`config.mk`:
```
export PLATFORM = sky130hd
export DESIGN_NAME = alu_exec_unit
export DESIGN_NICKNAME = d
export VERILOG_FILES = /design/src/rtl/alu_exec_unit.sv
export SDC_FILE = /design/constraint.sdc
export NUM_CORES = 1
export LEC_CHECK = 0
export BUFFER_PORTS_ARGS = -buffer_cell sky130_fd_sc_hd__buf_2
export CAP_MARGIN = 30
export CORE_MARGIN = 2
export CORE_UTILIZATION = 25
export DETAILED_ROUTE_END_ITERATION = 8
export GPL_TIMING_DRIVEN = 0
export PLACE_DENSITY = 0.44
export SETUP_SLACK_MARGIN = 0.5
export SYNTH_ARGS = -nofsm -noshare
export SYNTH_HDL_FRONTEND = slang
export SYNTH_SLANG_ARGS = --single-unit
```
`constraint.sdc`:
```
create_clock -name clk -period 2.8 [get_ports clk]
set_input_delay 0.42 -clock clk [delete_from_list [all_inputs] [get_ports clk]]
set_output_delay 0.42 -clock clk [all_outputs]
set_load 0.01 [all_outputs]
```
`src/rtl/alu_exec_unit.sv`:
```
// Execute-stage ALU with valid/ready on both sides and a 2-entry skid buffer.
// P drives the outputs and S catches one extra op under backpressure.
// in_ready comes straight from a flop, so there is no combinational path
// from out_ready back to in_ready.
module alu_exec_unit #(
    parameter int XLEN = 32,
    parameter int TAGW = 5
) (
    input  logic            clk,
    input  logic            rst_n,
    input  logic            in_valid,
    output logic            in_ready,
    input  logic [2:0]      alu_control,
    input  logic [XLEN-1:0] src_a,
    input  logic [XLEN-1:0] src_b,
    input  logic [TAGW-1:0] in_tag,
    output logic            out_valid,
    input  logic            out_ready,
    output logic [XLEN-1:0] out_result,
    output logic            out_zero,
    output logic            out_illegal,
    output logic [TAGW-1:0] out_tag,
    output logic [15:0]     op_count
);

    typedef enum logic [2:0] {
        OP_ADD = 3'b000,
        OP_SUB = 3'b001,
        OP_AND = 3'b010,
        OP_OR  = 3'b011,
        OP_SLT = 3'b101
    } alu_op_e;

    // The state encoding is {p_valid, s_valid}. Both handshake outputs are
    // therefore plain flop bits.
    typedef enum logic [1:0] {
        EMPTY = 2'b00,
        ONE   = 2'b10,
        FULL  = 2'b11
    } state_e;

    // A computed result travels as one word, so its tag and flags cannot
    // drift away from it.
    typedef struct packed {
        logic [XLEN-1:0] result;
        logic            zero;
        logic            illegal;
        logic [TAGW-1:0] tag;
    } res_t;

    state_e state;
    res_t   p_reg;
    res_t   s_reg;
    res_t   alu_res;
    logic   accept;
    logic   deliver;

    assign in_ready  = ~state[0];
    assign out_valid = state[1];
    assign accept    = in_valid & in_ready;
    assign deliver   = out_valid & out_ready;

    assign out_result  = p_reg.result;
    assign out_zero    = p_reg.zero;
    assign out_illegal = p_reg.illegal;
    assign out_tag     = p_reg.tag;

    // Compute the result word for the op presented on the input side.
    always_comb begin
        // NOTE: every field gets a default before the case, so an
        // unlisted op code cannot leave a field unassigned and infer a latch.
        alu_res         = '0;
        alu_res.tag     = in_tag;
        case (alu_op_e'(alu_control))
            OP_ADD:  alu_res.result = src_a + src_b;
            OP_SUB:  alu_res.result = src_a - src_b;
            OP_AND:  alu_res.result = src_a & src_b;
            OP_OR:   alu_res.result = src_a | src_b;
            OP_SLT:  alu_res.result = {{(XLEN-1){1'b0}}, ($signed(src_a) < $signed(src_b))};
            default: alu_res.illegal = 1'b1;
        endcase
        alu_res.zero = (alu_res.result == '0);
    end

    // Skid-buffer occupancy and the P/S result registers.
    always_ff @(posedge clk or negedge rst_n) begin
        if (!rst_n) begin
            // NOTE: the data registers are reset as well, not only the valid
            // bits, because the outputs must read zero while in reset.
            state <= EMPTY;
            p_reg <= '0;
            s_reg <= '0;
        end else begin
            // NOTE: non-blocking assignments let every register sample the
            // values from before the edge, so S can move into P in the same
            // cycle that P is consumed.
            case (state)
                EMPTY: begin
                    if (accept) begin
                        p_reg <= alu_res;
                        state <= ONE;
                    end
                end
                ONE: begin
                    if (accept && deliver) begin
                        p_reg <= alu_res;
                    end else if (accept) begin
                        s_reg <= alu_res;
                        state <= FULL;
                    end else if (deliver) begin
                        state <= EMPTY;
                    end
                end
                FULL: begin
                    if (deliver) begin
                        p_reg <= s_reg;
                        state <= ONE;
                    end
                end
                default: state <= EMPTY;
            endcase
        end
    end

    // Count completed output transfers. The counter wraps naturally at 16 bits.
    always_ff @(posedge clk or negedge rst_n) begin
        if (!rst_n) begin
            op_count <= '0;
        end else if (deliver) begin
            op_count <= op_count + 16'd1;
        end
    end

endmodule

```
==> out/qor.yml <==
skew_ns: 0.0103
max_cap_violations: 0
drc: 0
r2r_slack_ns: 0.54
failed_checks: "setup timing"
synth_edf_count: 0
post-route-period-util_pct: 129
yosys_warnings: 0
post-route-min-period_ns: 3.61
n_fill_cell: 3983
root_buffer: "clkbuf_16"
largest_register_ffs: 39
grt_pass1_wl_um: 60600
layout_commonest_cell: "nand2_1"
ys_ff_latch: 96
die_h_um: 200
syn-instance-count: 1267
reg2reg_depth: 9
multiInputGateArea_um2: 7910
fmax_mhz: 277
cp_cell_sequence: "buf_12 -> inv_12 -> ha_4 -> fa_2 -> or2_1 -> a2111o_1 -> a21oi_2 -> a211o_1 -> nor2_1 -> or3_4 -> a31o_2 -> or4b_4 -> nor3_4 -> nand4_1 -> o21ai_1"
syn_avg_cell_area_um2: 7.61
netlist_area_um2: 9640
tritoncts: "yes"
place_congestion: 0.907
met3_length_um: 1890
wl_met2_um: 18100
io_buffers: 130
row_count: 71
syn-num-nets: 1457
dp_slack_ns: -1.89
layout_common_cells: "194 x nand2_1, 112 x buf_2, 96 x dfrtp_1, 90 x ha_1, 85 x nor2_1"
drive_gt1_share_pct: 34.3
ant_nets: 0
viasPerCell: 5.16
grt.total_usage_pct: 19.0
synth_ff_type: "dfrtp_1"
routed_wl_um: 39100
nets: 1688
hold_viol_final: 0
grt_pass1_vias: 10300
finalPower_mw: 7.72
cp-endpoint: "s_reg[6]"
crit-reg2reg-capture: "out_result[19]"
status: "finished with violations"
via_count: 10400
yosysTopAreaCell: "dfrtp_1"
grt_max_degree: 64
hold_class: "primary input to asynchronous set/reset pin"
crit_arrival_ns: 3.88
gr-total-overflow: 0
power.density_nw_per_um2: 561
ys_top_cells_by_area: "dfrtp_1 25%, ha_1 15%, nand2_1 7.9%, a21oi_1 5.1%, o21ai_0 4.7%"
placeableCoreArea_um2: 37800
async_flop_share_pct: 100
slew_headroom_pct: 43.8
syn_to_final_growth_pct: 42.6
worst_path_largest_cell_delay_ns: 0.54
hpwl_um: 30100
cp_slowest_cell: "or4b_4"
chipWidth_um: 200
slew_viol_final: 0
fin_ws_ns: -0.806
leakage_nw: 6.15
antenna_found_initial: 0
cts.clk_slew.worst_paths_ns: 0.08
drt_iter0_markers: 826
cts.htree.levels: 3
cts_buffer_depth: 2
end_kind: "flop"
pin_count: 133
dieArea_um2: 40100
synth_cell_types: 86
cts_buffers: 9
wl_met1_um: 17900
rsz0062_at_grt: "yes"
register_area_um2: 2400
drtPass1Iterations: 7
worstSetupPathType: "primary input to flop"
setup_viol: 30
yosysSeqAreaShare_pct: 24.9
routed.top_layer: "met4"
clk_latency_ns: 0.35
start_util_pct: 25.5
crit_path_start_kind: "primary input"
worst-path-max-fanout: 3
wire_per_inst_um: 19.4
max_slew.worst_pin.slew_ns: 0.843
cts_num_sinks: 96
worstSetupStartpoint: "src_a[0]"
ir_worst_vdd_uv: 336
rr_startpoint: "state[0]"
required_ns: 3.07
n_antenna_cell: 0
synth_top_area_share_pct: 24.9
==> cells by family after synthesis <==
logic type	count (synthesis)	share of synthesized area, %
muxes	34	3.71
adders and majority gates	114	15.0
buffers and inverters	172	6.79
xor gates and xnor gates	33	3.00
AOI/OAI and AO/OA	391	26.7
and+or+nand+nor	427	20.0
DFF	96	24.9
==> Yosys cell counts, drive strengths merged (5+ instances only) <==
master / number
nor2b: 12
or3: 6
a21oi: 101
nand4: 14
nor3: 25
dfrtp: 96
o21a: 7
and4: 5
nor4: 8
xor2: 5
nor2: 97
o31ai: 17
a311oi: 5
o211ai: 28
nand2: 203
nand3: 22
ha: 112
a211o: 7
o21bai: 9
o21ai: 101
buf: 12
a221oi: 9
inv: 105
mux2i: 29
a21o: 10
xnor2: 28
o22ai: 10
and2: 6
a31oi: 13
clkbuf: 54
nand2b: 7
a211oi: 22
==> how the worst min path moves through the flow <==
stage,startpoint,depth (start not counted),slack [ns],endpoint
final,rst_n,1,0.02,out_result[1]
after global placement,out_tag[4],2,0.46,out_tag[4]
after global routing,rst_n,1,0.05,out_result[2]
after CTS,rst_n,1,0.02,out_result[1]
after floorplan,rst_n,0,0.12,op_count[0]
after detailed placement,rst_n,1,0.41,out_result[1]
==> layout make-up <==
type                       count  area share, %
clock inverter                 7          0.537
timing repair buffer         220           11.8
inverter                     106           3.41
multi-input combinational    999           57.5
tap                          511           4.65
buffer                        66           2.98
clock buffer                   9           1.64
sequential                    96           17.5
==> metal layers <==
layer	up-vias	global-route usage, %
li1	4965	-
met1	4989	25.8
met2	359	31.4
met3	76	2.34
met4	0	6.24
met5	-	0
==> critical path: cells and delay by family <==
| kind | cells | cell delay (ns) |
|---|---|---|
| and+or+nand+nor | 6 | 1.51 |
| AOI/OAI and AO/OA | 5 | 1.33 |
| adders and majority gates | 2 | 0.49 |
| buffers and inverters | 2 | 0.12 |
==> report_power, final <==
| group | internal [mW] | total, mW | switching, mW | leakage, nW |
|---|---|---|---|---|
| Clock | 0.633 | 1.24 | 0.604 | 0.141 |
| Combinational | 1.68 | 4.25 | 2.57 | 4.76 |
| Sequential | 1.92 | 2.23 | 0.306 | 1.24 |
==> metrics by stage <==
step	setup TNS [ns]	std cells	hold WS, ns	util [%]	cell area [um2]
2_1_floorplan	-2.79	1267	0.124	-	9940
3_3_place_gp	-53.18	1908	0.458	29.7	11200
3_5_place_dp	-52.09	1909	0.410	29.8	11300
4_1_cts	-5.52	1993	0.0215	34.9	13200
5_1_grt	-11.30	2014	0.0462	36.3	13700
6_report	-8.24	2014	0.0166	36.3	13700
==> what timing repair did <==
item                                   CTS  global route
hold buffers                             0             0
resized for setup                      286           106
gates cloned                             0             1
pin swaps                               68            51
endpoints found under the hold margin    0             0
setup buffers                           68            20
setup endpoints to repair               71            71
(Power assumes the default switching activity.)
